==> config.mk <==
export PLATFORM = sky130hd
export DESIGN_NAME = mem_io_ctrl
export DESIGN_NICKNAME = d
export VERILOG_FILES = /design/src/rtl/mem_io_ctrl.sv
export SDC_FILE = /design/constraint.sdc
export NUM_CORES = 1
export LEC_CHECK = 0
export CAP_MARGIN = 20
export CORE_ASPECT_RATIO = 0.5
export CORE_MARGIN = 5
export CORE_UTILIZATION = 50
export CTS_CLUSTER_SIZE = 24
export DETAILED_ROUTE_END_ITERATION = 6
export PLACE_DENSITY = 0.8
export SLEW_MARGIN = 10
export SYNTH_ARGS = -nofsm -noshare
export SYNTH_HDL_FRONTEND = slang
export SYNTH_SLANG_ARGS = --single-unit
==> constraint.sdc <==
create_clock -name clk -period 2.4 [get_ports clk]
set_clock_uncertainty 0.05 [all_clocks]
set_input_delay 0.36 -clock clk [delete_from_list [all_inputs] [get_ports clk]]
set_output_delay 0.36 -clock clk [all_outputs]
set_load 0.01 [all_outputs]
==> src/rtl/mem_io_ctrl.sv <==
// Memory/IO address decoder for a small CPU: RAM pass-through below the IO bit,
// and above it a TX FIFO, an RX holding register, a status word and a free-running timer.
module mem_io_ctrl #(
    parameter int WordSize = 16,
    parameter int AddrSize = 14
) (
    input  logic                clk,
    input  logic                reset,
    input  logic [AddrSize:0]   addressM,
    input  logic [WordSize-1:0] outM,
    input  logic                writeM,
    output logic [WordSize-1:0] inM,
    output logic [AddrSize-1:0] ram_addr,
    output logic [WordSize-1:0] ram_wdata,
    output logic                ram_we,
    input  logic [WordSize-1:0] ram_rdata,
    output logic [WordSize-1:0] tx_data,
    output logic                tx_valid,
    input  logic                tx_ready,
    input  logic [WordSize-1:0] rx_data,
    input  logic                rx_valid,
    output logic                rx_ready
);

    localparam int FifoDepth = 4;
    localparam logic [WordSize-1:0] TimerOne = WordSize'(1);

    // Address decode
    logic       io_sel;
    logic       io_decoded;
    logic [1:0] io_offset;
    logic       wr_tx;
    logic       wr_rx;
    logic       wr_status;
    logic       wr_timer;

    assign io_sel     = addressM[AddrSize];
    assign io_decoded = io_sel && (addressM[AddrSize-1:2] == '0);
    assign io_offset  = addressM[1:0];

    assign wr_tx     = writeM && io_decoded && (io_offset == 2'd0);
    assign wr_rx     = writeM && io_decoded && (io_offset == 2'd1);
    assign wr_status = writeM && io_decoded && (io_offset == 2'd2);
    assign wr_timer  = writeM && io_decoded && (io_offset == 2'd3);

    assign ram_addr  = addressM[AddrSize-1:0];
    assign ram_wdata = outM;
    assign ram_we    = writeM && !io_sel;

    // TX FIFO state
    logic [WordSize-1:0] fifo_mem_reg [FifoDepth];
    logic [1:0]          wr_ptr_reg;
    logic [1:0]          rd_ptr_reg;
    logic [2:0]          count_reg;
    logic [2:0]          count_next;
    logic                overflow_reg;
    logic                tx_full;
    logic                tx_empty;
    logic                tx_pop;
    logic                tx_push;

    assign tx_full  = (count_reg == 3'd4);
    assign tx_empty = (count_reg == 3'd0);
    assign tx_valid = !tx_empty;
    assign tx_data  = fifo_mem_reg[rd_ptr_reg];
    assign tx_pop   = tx_valid && tx_ready;
    // A pop in the same cycle frees the slot, so a full FIFO still accepts.
    assign tx_push  = wr_tx && (!tx_full || tx_pop);

    always_ff @(posedge clk or negedge reset) begin
        if (!reset) begin
            for (int i = 0; i < FifoDepth; i++) begin
                fifo_mem_reg[i] <= '0;
            end
        end else if (tx_push) begin
            fifo_mem_reg[wr_ptr_reg] <= outM;
        end
    end

    always_comb begin
        count_next = count_reg;
        case ({tx_push, tx_pop})
            2'b10:   count_next = count_reg + 3'd1;
            2'b01:   count_next = count_reg - 3'd1;
            default: count_next = count_reg;
        endcase
    end

    always_ff @(posedge clk or negedge reset) begin
        if (!reset) begin
            wr_ptr_reg   <= 2'd0;
            rd_ptr_reg   <= 2'd0;
            count_reg    <= 3'd0;
            overflow_reg <= 1'b0;
        end else begin
            if (tx_push) begin
                wr_ptr_reg <= wr_ptr_reg + 2'd1;
            end
            if (tx_pop) begin
                rd_ptr_reg <= rd_ptr_reg + 2'd1;
            end
            count_reg <= count_next;
            if (wr_tx && tx_full && !tx_pop) begin
                overflow_reg <= 1'b1;
            end else if (wr_status && outM[3]) begin
                overflow_reg <= 1'b0;
            end
        end
    end

    // RX holding register; while full, an acknowledge only frees the slot
    logic                rx_full_reg;
    logic [WordSize-1:0] rx_hold_reg;

    assign rx_ready = !rx_full_reg;

    always_ff @(posedge clk or negedge reset) begin
        if (!reset) begin
            rx_full_reg <= 1'b0;
            rx_hold_reg <= '0;
        end else if (rx_valid && !rx_full_reg) begin
            rx_full_reg <= 1'b1;
            rx_hold_reg <= rx_data;
        end else if (wr_rx) begin
            rx_full_reg <= 1'b0;
        end
    end

    // Timer: a load takes priority over the increment
    logic [WordSize-1:0] timer_reg;

    always_ff @(posedge clk or negedge reset) begin
        if (!reset) begin
            timer_reg <= '0;
        end else if (wr_timer) begin
            timer_reg <= outM;
        end else begin
            timer_reg <= timer_reg + TimerOne;
        end
    end

    // Read path
    logic [WordSize-1:0] status_word;
    logic [WordSize-1:0] io_rdata;

    always_comb begin
        status_word      = '0;
        status_word[0]   = tx_full;
        status_word[1]   = tx_empty;
        status_word[2]   = rx_full_reg;
        status_word[3]   = overflow_reg;
        status_word[6:4] = count_reg;
    end

    always_comb begin
        io_rdata = '0;
        if (io_decoded) begin
            case (io_offset)
                2'd1:    io_rdata = rx_hold_reg;
                2'd2:    io_rdata = status_word;
                2'd3:    io_rdata = timer_reg;
                default: io_rdata = '0;
            endcase
        end
    end

    assign inM = io_sel ? io_rdata : ram_rdata;

endmodule

## Word level (Yosys, flattened, before mapping)

Index checks and enable logic that the tools add are counted.

- Register bits after elaboration: 105
- Logic and storage cells: 68
- Output and inout bits: 65
- Bits of input ports: 68

- $add $sub $neg: 5
- Reduce and logical (&&, ||, !) cells: 26
- Magnitude comparators: 3
- Equality and inequality tests: 6
- Bitwise operators: 2
- Multiplexer cells: 15

Operators by type and width:

| kind | count |
|---|---|
| 2-to-1 mux 16 bit | 6 |
| bitwise mux 64 bit | 1 |
| one-hot mux 16 bit (3 select lines) | 1 |
| binary-select mux 16 bit (select 2 bit) | 1 |
| demux 16 bit (select 2 bit) | 1 |
| adder 16 x 1 -> 16 bit, second input constant | 1 |
| logical AND 1 bit | 14 |
| zero test 12 bit | 1 |
| == test 2 bit, second input constant | 3 |
| >= comparator 3 bit, second input constant | 2 |
| inverter 2 -> 3 bit | 2 |
| one-hot mux 3 bit (2 select lines) | 1 |
| nonzero test 2 bit | 3 |
| zero test 1 bit | 5 |
| adder 2 x 1 -> 2 bit, second input constant | 2 |
| == test 2 x 1 -> 1 bit, second input constant | 2 |
| 2-to-1 mux 1 bit | 4 |
| adder 3 x 1 -> 3 bit, second input constant | 1 |
| == test 3 bit, second input constant | 1 |
| zero test 3 bit | 1 |
| less-than comparator 3 x 1 -> 1 bit, second input constant | 1 |
| subtractor 3 x 1 -> 3 bit, second input constant | 1 |
| zero test 2 bit | 1 |
| logical OR 1 bit | 1 |

## Longest topological paths before layout

Gate-level depths: netlist of run 1.

- Depth after elaboration: 7
- Mapped depth: 11
- Gate-level depth less buffers: 9

## Worst setup path after synthesis of run 1

OpenSTA, ideal clock, no wires.

- Path type: input to register
- Start point: input addressM[14]
- End point: register count_reg[2]
- Cell stages on the path: 11
- Data arrival time: 2.149 ns
- Library setup time: 0.087 ns
- Data required time: 2.263 ns
- Path slack: 0.114 ns
- Path buffers: 2
- Cells stage by stage: buf_4 > nor4b_4 > and4_1 > buf_2 > nand2_1 > nand2_1 > fa_1 > nand2_1 > a21oi_1 > or3b_2 > o211ai_1

- Word-level cells in the longest chain between the ends: 6
- Elaborated cells on any way between the ends: 8
- Classes of those cells: eq/ne (2); mux (1); reduce/logical (5)

Ends and longest elaborated chain:

| element | line | RTL |
|---|---|---|
| start, declared | 9 | `input logic [AddrSize:0] addressM,` |
| logical AND 1 bit (*) | 38 | `assign io_decoded = io_sel && (addressM[AddrSize-1:2] == '0);` |
| logical AND 1 bit (*) (2 in series) | 41 | `assign wr_tx = writeM && io_decoded && (io_offset == 2'd0);` |
| logical AND 1 bit (*) | 68 | `assign tx_push = wr_tx && (!tx_full \|\| tx_pop);` |
| == test 2 x 1 -> 1 bit or == test 2 bit (tied branches) | 82 | `case ({tx_push, tx_pop})` |
| one-hot mux 3 bit (2 select lines) or nonzero test 2 bit (tied branches) | - |  |
| end signal, assigned | 102 | `count_reg <= count_next;` |
| end, declared | 54 | `logic [2:0] count_reg;` |

Every way passes the cells marked *; elsewhere a longest branch is shown, timed or not.
A chain may end at the register's enable or synchronous reset.

## Worst setup path after layout of run 1

- Start point: register rd_ptr_reg[0]
- End point: output tx_data[7]

- Word-level cells in the longest chain between the ends: 4

Ends and longest elaborated chain:

| element | line | RTL |
|---|---|---|
| start, declared | 53 | `logic [1:0] rd_ptr_reg;` |
| start signal, assigned | 100 | `rd_ptr_reg <= rd_ptr_reg + 2'd1;` |
| inverter 2 -> 3 bit (not written as such) | 65 | `assign tx_data = fifo_mem_reg[rd_ptr_reg];` |
| binary-select mux 16 bit (select 2 bit) | 65 |  |
| 2-to-1 mux 16 bit (not written as such) (2 in series) | 65 |  |
| end, declared | 17 | `output logic [WordSize-1:0] tx_data,` |

No other way between the ends. The select of a mux whose other input is x is not followed.

==> results.yml, run 1 <==
die:
  die_h_um: 84.2
  die_w_um: 158
  start_util_pct: 50.6
  die_area_sq_um: 13300
  fp-row-count: 27
  io-pin-count: 133
  core_area_sq_um: 10900
routing:
  wl_per_cell_um: 20.0
  ant_nets: 0
  vias_per_cell: 5.54
  first_pass_iters: 4
  post-route-drc-count: 0
  via_count: 3995
  wl_um: 14400
  drt_iter0_markers: 242
synthesis:
  syn_avg_cell_area_sq_um: 12.6
  synth_area_leaders: "dfrtp_1 (48%), mux2_2 (15%), mux4_2 (6.5%), buf_4 (4.4%), mux2_1 (2.7%)"
  netlist_instances: 438
  synth_top_area_share_pct: 47.7
  syn_area_sq_um: 5510
  yosysUniqueCellTypes: 47
  synth_warnings: 0
  ys_ff_latch: 105
  synth-edff-count: 0
  synth_ff_type: "dfrtp_1"
  async_reset_ff_share_pct: 100
  synth_nets: 512
  yosysSeqAreaShare_pct: 47.7
  yosysTopAreaCell: "dfrtp_1"
worst_hold_path:
  hp-class: "reg2reg"
  hold_depth: 1
  hp-start: "fifo_mem_reg[3]$_DFFE_PN0P_"
  hold_end: "fifo_mem_reg[3]$_DFFE_PN0P_"
grt:
  grtUsageTotal_pct: 21.9
  grt_overflow: 0
  grt_first_pass_wirelength_um: 23000
  grt_pass1_vias: 4263
  antenna_found_initial: 0
  grt_max_degree: 41
finish:
  n_fill_cell: 764
  register_area_sq_um: 2630
  n_antenna_cell: 0
  multi_input_area_sq_um: 2500
  largest_register_ff_count: 64
  final_cell_area_sq_um: 7350
  postLayoutCoreUtil_pct: 67.6
  areaGrowthSynthToFinish_pct: 33.4
  instances_no_fill: 721
  design.final.nets: 645
  layout-drive-gt1-share_pct: 31.9
power:
  p_comb_share_pct: 24.2
  swShare_pct: 29.6
  cellLeakagePower_nw: 3.71
  pwr-share-clk_pct: 31.3
  p_per_area_nw_per_um2: 625
  irDropWorstVdd_v: 0.000378
  internal-power_mw: 3.23
  seqPwrFrac_pct: 44.5
  p_sw_mw: 1.36
worst_setup_path:
  crit_path_end_kind: "output pin"
  critPathLaunchType: "flip-flop"
  cp.arrival_ns: 1.93
  cp_max_fo: 9
  r2r_end: "count_reg[2]$_DFFE_PN0P_"
  reg2reg_slack_ns: 0.11
  crit_required_ns: 1.99
  ff2ff_path_depth: 8
  worstSetupPathType: "reg2out"
  r2r-start: "count_reg[0]$_DFFE_PN0P_"
outcome:
  run_status: "complete, no violations"
sta:
  finalMaxSlewViolations: 0
  fmax_mhz: 427
  tightest_slew_ns: 0.491
  fin_crit_sh_pct: 97.5
  setup_tns_ns: 0
  holdWs_ns: 0.443
  finalHoldViolCount: 0
  slew_headroom_pct: 67.3
  grt_setup_unrepaired: "yes"
  finalSetupViolations: 0
  fin_crit_ns: 2.34
cts:
  htree_num_levels: 3
  cts.sinks: 105
  insertion_delay_ns: 0.36
  clockRootBuffer: "clkbuf_16"
  cts_inserted_buffers: 9
  clockBufferDepth: 2
  cts.clk_slew.worst_paths_ns: 0.07
  cts_tree: "done"
placed_design:
  dp_hpwl_um: 10200
  placed_cells: 698
  dpl-instance-area_sq_um: 6970
  port_buffers: 132
  gp_congestion: 0.798
job:
  drv_cap: 0
-- final cells by class --
class                      instances  share of cell area [%]
multi-input combinational        258                    34.0
tap                              145                    2.47
sequential                       105                    35.8
inverter                          24                    1.23
clock buffer                      11                    3.30
timing repair buffer             173                    22.6
clock inverter                     5                   0.647
-- worst max-delay path, cell delays in order (launching register included) --
cell,delay [ns]
dfrtp_2,0.42
buf_12,0.17
mux4_2,0.50
clkdlybuf4s50_1,0.49
-- power by group through the flow --
stage	Combinational, mW	Sequential, mW	Clock (mW)
after floorplan	0.629	1.98	0
after global placement	1.00	2.04	0
after detailed placement	1.04	2.05	0
after CTS	1.04	2.02	1.45
after global routing	1.20	2.05	1.53
final	1.11	2.04	1.44
-- cells in the final DEF (no fill, tap or decap), types with 13 or more instances in the layout --
cell,n
mux2_2,75
clkdlybuf4s50_1,88
buf_4,34
dlygate4sd2_1,22
mux4_2,16
a21oi_1,15
nor2_1,18
inv_1,24
o22ai_1,15
dfrtp_1,104
mux2_1,13
-- stage by stage --
step	power (mW)	worst slack, ns
2_1_floorplan	2.61	0.114
3_3_place_gp	3.05	-0.366
3_5_place_dp	3.09	-0.444
4_1_cts	4.51	0.000906
5_1_grt	4.78	-0.0286
6_report	4.59	0.0589
-- cells in the mapped netlist, types with 5 or more instances --
cell,number
dfrtp_1,105
mux4_2,16
nand4_1,5
mux2_1,13
ha_1,5
xnor2_1,10
buf_4,32
clkbuf_1,9
nand3_1,8
a22oi_1,5
inv_1,24
nand2_1,12
xor2_1,8
mux2i_1,10
o22ai_1,16
a21oi_1,17
mux2_2,75
buf_2,6
nor2_1,19
-- worst max path at each step --
| stage | slack [ns] | cells after the start | endpoint | from |
|---|---|---|---|---|
| after floorplan | 0.11 | 11 | count_reg[2]$_DFFE_PN0P_ | addressM[14] |
| after global placement | -0.37 | 6 | inM[1] | addressM[10] |
| after detailed placement | -0.44 | 7 | inM[8] | addressM[3] |
| after CTS | 0.0009 | 3 | tx_data[1] | rd_ptr_reg[0]$_DFFE_PN0P_ |
| after global routing | -0.03 | 12 | count_reg[2]$_DFFE_PN0P_ | addressM[3] |
| final | 0.06 | 3 | tx_data[7] | rd_ptr_reg[0]$_DFFE_PN0P_ |
-- cells by family (layout without fill, tap and decap cells) --
kind of cell,Yosys count,in the layout,share of synthesized area (%)
DFF,105,105,47.7
adders and majority gates,6,6,1.50
buffers and inverters,75,213,7.97
muxes,114,114,26.3
xor gates and xnor gates,18,18,2.86
and+or+nand+nor,72,72,8.40
AOI/OAI and AO/OA,48,48,5.22
-- what timing repair did --
| action | CTS | global route |
|---|---|---|
| endpoints found under the hold margin | 34 | 0 |
| cloned | 0 | 1 |
| resized for setup | 38 | 41 |
| endpoints found under the setup margin | 20 | 28 |
| setup buffers | 4 | 2 |
| pin swaps | 5 | 4 |
| hold buffers | 1 | 0 |
-- layer usage --
layer / global-route usage [%] / vias to the layer above / routed length (um)
met5: 0 / - / 0
met1: 29.4 / 2018 / 6220
met3: 6.02 / 28 / 997
met4: 5.42 / 0 / 239
met2: 35.5 / 132 / 6980
li1: - / 1817 / -
Power figures use the tool's default switching activity.
==> run 2: changes to the inputs <==
Settings changed: PLACE_DENSITY 0.8 to default, PLACE_DENSITY_LB_ADDON from default to 0.1.
==> run 2 against run 1 <==
- power grew 2.5%
- sequential share of layout area decreased by 0.40 points
- register-to-register slack improved by 0.04 ns
- core utilization rose by 0.76 points
==> results.yml, run 2 (synthesized netlist as in run 1, its figures left out) <==
sta:
  finalSetupViolations: 0
  setup_tns_ns: 0
  holdWs_ns: 0.434
  slew_headroom_pct: 73.1
  fin_crit_sh_pct: 98.3
  finalHoldViolCount: 0
  finalMaxSlewViolations: 0
  fin_crit_ns: 2.36
  tightest_slew_ns: 0.402
  fmax_mhz: 424
cts:
  cts.clk_slew.worst_paths_ns: 0.07
  clockBufferDepth: 2
  cts_tree: "done"
  htree_num_levels: 3
  cts_inserted_buffers: 9
  clockRootBuffer: "clkbuf_16"
  cts.sinks: 105
  insertion_delay_ns: 0.34
routing:
  route.met2.wl_um: 6120
  via_count: 3861
  wl_um: 13800
  drt_iter0_markers: 167
  ant_nets: 0
  first_pass_iters: 6
  wl_per_cell_um: 19.0
  top_layer_used: "met4"
  met3RoutedLength_um: 963
  vias_per_cell: 5.32
  post-route-drc-count: 0
  wl_met1_um: 6640
power:
  cellLeakagePower_nw: 3.72
  swShare_pct: 28.4
  irDropWorstVdd_v: 0.000345
  seqPwrFrac_pct: 43.1
  internal-power_mw: 3.37
  p_per_area_nw_per_um2: 633
  p_comb_share_pct: 24.3
  p_total_mw: 4.70
  pwr-share-clk_pct: 32.7
  p_sw_mw: 1.34
die:
  die_w_um: 158
  io-pin-count: 133
  core_area_sq_um: 10900
  fp-row-count: 27
  die_h_um: 84.2
  die_area_sq_um: 13300
  start_util_pct: 50.6
placed_design:
  port_buffers: 132
  dp_hpwl_um: 10000
  gp_congestion: 0.802
finish:
  n_antenna_cell: 0
  largest_register_ff_count: 64
  layout_commonest_cell: "dfrtp_1"
  design.final.nets: 650
  layout-drive-gt1-share_pct: 32.9
  layout_common_cells: "dfrtp_1 (104), clkdlybuf4s50_1 (96), mux2_2 (75), buf_4 (40), inv_1 (24)"
  areaGrowthSynthToFinish_pct: 34.9
worst_setup_path:
  crit_path_start: "addressM[1]"
  critPathLaunchType: "input port"
  r2r-start: "count_reg[0]$_DFFE_PN0P_"
  cp_max_fo: 14
  critPathMaxStageDelay_ns: 0.51
  reg2reg_slack_ns: 0.15
  slowest_stage: "clkdlybuf4s50_1"
  crit_path_end_kind: "output pin"
  cp_cell_sequence: "clkdlybuf4s50_1 -> buf_12 -> mux2_2 -> a21oi_2 -> o22ai_1 -> dlygate4sd2_1"
  worstSetupPathType: "in2out"
  cp.arrival_ns: 1.95
  crit_required_ns: 1.99
grt:
  grt_first_pass_wirelength_um: 21800
  antenna_found_initial: 0
  grt_overflow: 0
  grt_max_degree: 42
  grt_pass1_vias: 4044
  grtUsageTotal_pct: 20.9
worst_hold_path:
  hp-class: "in2async"
outcome:
  run_status: "complete, no violations"
job:
  drv_cap: 0
-- run 2: per-layer routing --
layer,up-vias,track usage [%]
met5,-,0
met4,0,3.02
met3,8,5.87
met2,95,32.3
met1,1933,30.4
li1,1825,-
-- run 2: final timing paths --
| check | cells past startpoint | to |
|---|---|---|
| setup / recovery | 6 | inM[6] |
| hold / removal | 2 | rx_hold_reg[12]$_DFFE_PN0P_ |
| setup reg to reg | 8 | count_reg[2]$_DFFE_PN0P_ |
| hold reg to reg | 1 | fifo_mem_reg[44]$_DFFE_PN0P_ |
| max in group asynchronous | 3 | rd_ptr_reg[0]$_DFFE_PN0P_ |
| min in group clk | 1 | fifo_mem_reg[44]$_DFFE_PN0P_ |
-- run 2: area by class of cell --
class | instances | area (sq um)
fillers | 851 | 3440
clock inverters | 5 | 68.8
repair buffers | 178 | 1710
well taps | 145 | 181
flip-flops and latches | 105 | 2630
inverters | 24 | 90.1
clock buffers | 11 | 243
multi-input cells | 258 | 2510
-- run 2: worst max-delay path, delay by kind of cell --
kind	cells	cell delay (ns)
multiplexers	1	0.35
AO/OA/AOI/OAI	2	0.26
buffers and inverters	3	0.97
-- run 2: metrics by stage --
step | std cells | util (%) | worst slack, ns | area [sq um]
2_1_floorplan | 438 | - | 0.114 | 5510
3_3_place_gp | 704 | 64.4 | -0.391 | 7010
3_5_place_dp | 704 | 64.4 | -0.416 | 7010
4_1_cts | 723 | 67.3 | 0.00270 | 7320
5_1_grt | 726 | 68.3 | -0.0128 | 7430
6_report | 726 | 68.3 | 0.0405 | 7430
-- run 2: repair_timing --
item	CTS	global route
setup buffers	2	2
gates resized for setup	58	26
setup endpoints to repair	21	32
endpoints found under the hold margin	22	0
hold buffers	1	0
pin swaps	3	4
gates cloned	0	1
-- run 2: power groups by stage --
stage	sequential [mW]	combinational (mW)	clock, mW
floorplan	1.98	0.629	0
global placement	2.04	1.03	0
detailed placement	2.05	1.04	0
CTS	2.01	1.05	1.56
global route	2.04	1.24	1.64
finish	2.03	1.14	1.54
==> run 3: changes to the inputs <==
Settings changed: CORE_UTILIZATION 50 to 56, DONT_BUFFER_PORTS from default to 1, GPL_ROUTABILITY_DRIVEN from default to 0.
==> run 3 against run 2 <==
- the run now ends with hold timing left
- wire length down 15%
- power is 11% lower
- final cell count fell by 25%
- register-to-register slack got worse by 0.02 ns
- non-clock buffer count down 170
- sequential power about the same
- first-iteration DRC count is 28% higher
- die area fell by 9.8%
- fmax rose by 4.0%
- via count down 14%
- critical path depth up 3
- largest power group unchanged
- highest routed layer unchanged
- global-route usage about the same
==> results.yml, run 3 (synthesized netlist as in run 1, its figures left out) <==
finish:
  layout-drive-gt1-share_pct: 31.4
  n_antenna_cell: 0
  final_cell_area_sq_um: 5710
  postLayoutCoreUtil_pct: 60.1
  layout_commonest_cell: "dfrtp_1"
  largest_register_ff_count: 64
  layout_common_cells: "dfrtp_1 (104), mux2_2 (75), inv_1 (24), nor2_1 (19), a21oi_1 (17)"
  design.final.nets: 480
  instances_no_fill: 546
  areaGrowthSynthToFinish_pct: 3.66
placed_design:
  port_buffers: 0
  placed_cells: 530
  pre_cts_ws_ns: 0.121
  dpl-instance-area_sq_um: 5400
  dp_hpwl_um: 8570
routing:
  wl_per_cell_um: 21.6
  post-route-drc-count: 0
  wl_um: 11800
  vias_per_cell: 6.07
  ant_nets: 0
  drt_iter0_markers: 213
  via_count: 3314
  first_pass_iters: 4
worst_setup_path:
  cp.arrival_ns: 2.48
  critPathLaunchType: "flip-flop"
  r2r-start: "count_reg[1]$_DFFE_PN0P_"
  r2r_end: "count_reg[2]$_DFFE_PN0P_"
  slowest_stage: "dfrtp_1"
  critPathMaxStageDelay_ns: 0.47
  cp_cell_sequence: "nor3_1 -> inv_1 -> and2_1 -> nand2_1 -> fa_1 -> nand2_1 -> a21oi_1 -> or3b_2 -> o211ai_1"
  crit_family: "simple AND/OR/NAND/NOR gates"
  path_buf_inv: 1
  crit_required_ns: 2.61
  cp_common_cell: "nand2_1"
  ff2ff_path_depth: 9
  worstSetupPathType: "reg2reg"
  crit_path_end_kind: "flip-flop"
  cp_max_fo: 7
  reg2reg_slack_ns: 0.13
worst_hold_path:
  hp-class: "in2async"
grt:
  antenna_found_initial: 0
  grt_max_degree: 106
  grt_overflow: 0
  grt_pass1_vias: 3466
  grt_first_pass_wirelength_um: 19200
  grtUsageTotal_pct: 20.9
cts:
  insertion_delay_ns: 0.34
  cts_inserted_buffers: 9
  clockRootBuffer: "clkbuf_16"
  clockBufferDepth: 2
  cts.clk_slew.worst_paths_ns: 0.07
  cts_tree: "done"
  htree_num_levels: 3
  post-cts-setup-buffers: 0
  cts.sinks: 105
die:
  die_w_um: 150
  io-pin-count: 133
  start_util_pct: 57.9
  die_h_um: 80.1
  core_area_sq_um: 9510
  fp-row-count: 25
  die_area_sq_um: 12000
outcome:
  run_status: "finished with violations"
  violations: "hold timing"
sta:
  slew_headroom_pct: 69.6
  finalHoldViolCount: 105
  grt_setup_unrepaired: "no"
  tightest_slew_ns: 0.453
  fin_crit_ns: 2.27
  holdWs_ns: -0.344
  fmax_mhz: 441
  fin_crit_sh_pct: 94.5
  finalSetupViolations: 0
  finalMaxSlewViolations: 0
  setup_tns_ns: 0
  fin_ws_ns: 0.131
power:
  pwr-share-clk_pct: 35.5
  internal-power_mw: 3.03
  swShare_pct: 27.2
  p_per_area_nw_per_um2: 730
  seqPwrFrac_pct: 48.5
  irDropWorstVdd_v: 0.000462
  p_comb_share_pct: 16.0
  cellLeakagePower_nw: 2.76
  p_sw_mw: 1.14
  p_total_mw: 4.17
job:
  drv_cap: 0
run 3: changes by cell type in the layout (fill, tap and decap cells not counted), sizes merged, moves of 3 or more:
cell,before,now
buf,54,8
clkbuf,13,10
clkdlybuf4s50,96,0
dlygate4sd2,10,0
dlymetal6s2s,13,0
run 3: routing by layer:
| layer | vias up | global-route usage, % | wire length (um) |
|---|---|---|---|
| met5 | - | 0 | 0 |
| met4 | 0 | 4.74 | 84 |
| met3 | 7 | 7.33 | 991 |
| met2 | 129 | 32.8 | 5570 |
| met1 | 1703 | 28.2 | 5140 |
| li1 | 1475 | - | - |
run 3: final cells by class:
cell class | instances | area (sq um)
clock inverters | 6 | 72.6
clock buffers | 10 | 229
well taps | 135 | 169
repair buffers | 8 | 72.6
flip-flops and latches | 105 | 2630
fillers | 752 | 3800
multi-input cells | 258 | 2450
inverters | 24 | 90.1
run 3: repair_timing:
item,CTS,global route
setup endpoints to repair,0,1
hold endpoints to repair,105,105
resized for setup,0,2
run 3: power groups by stage:
stage          clock network (mW)  logic, mW  registers (mW)
6_report                     1.48      0.668            2.02
3_3_place_gp                    0      0.653            2.04
3_5_place_dp                    0      0.667            2.05
4_1_cts                      1.52      0.675            2.01
2_1_floorplan                   0      0.629            1.98
5_1_grt                      1.60      0.741            2.03
run 3: how the worst max path moves through the flow:
stage	start	to	slack (ns)	cells past startpoint
final	count_reg[1]$_DFFE_PN0P_	count_reg[2]$_DFFE_PN0P_	0.13	9
after global routing	count_reg[1]$_DFFE_PN0P_	count_reg[2]$_DFFE_PN0P_	0.04	9
after CTS	count_reg[0]$_DFFE_PN0P_	count_reg[2]$_DFFE_PN0P_	0.11	9
after detailed placement	count_reg[0]$_DFFE_PN0P_	count_reg[2]$_DFFE_PN0P_	0.12	9
after global placement	count_reg[0]$_DFFE_PN0P_	count_reg[2]$_DFFE_PN0P_	0.27	9
after floorplan	addressM[14]	count_reg[2]$_DFFE_PN0P_	0.11	11
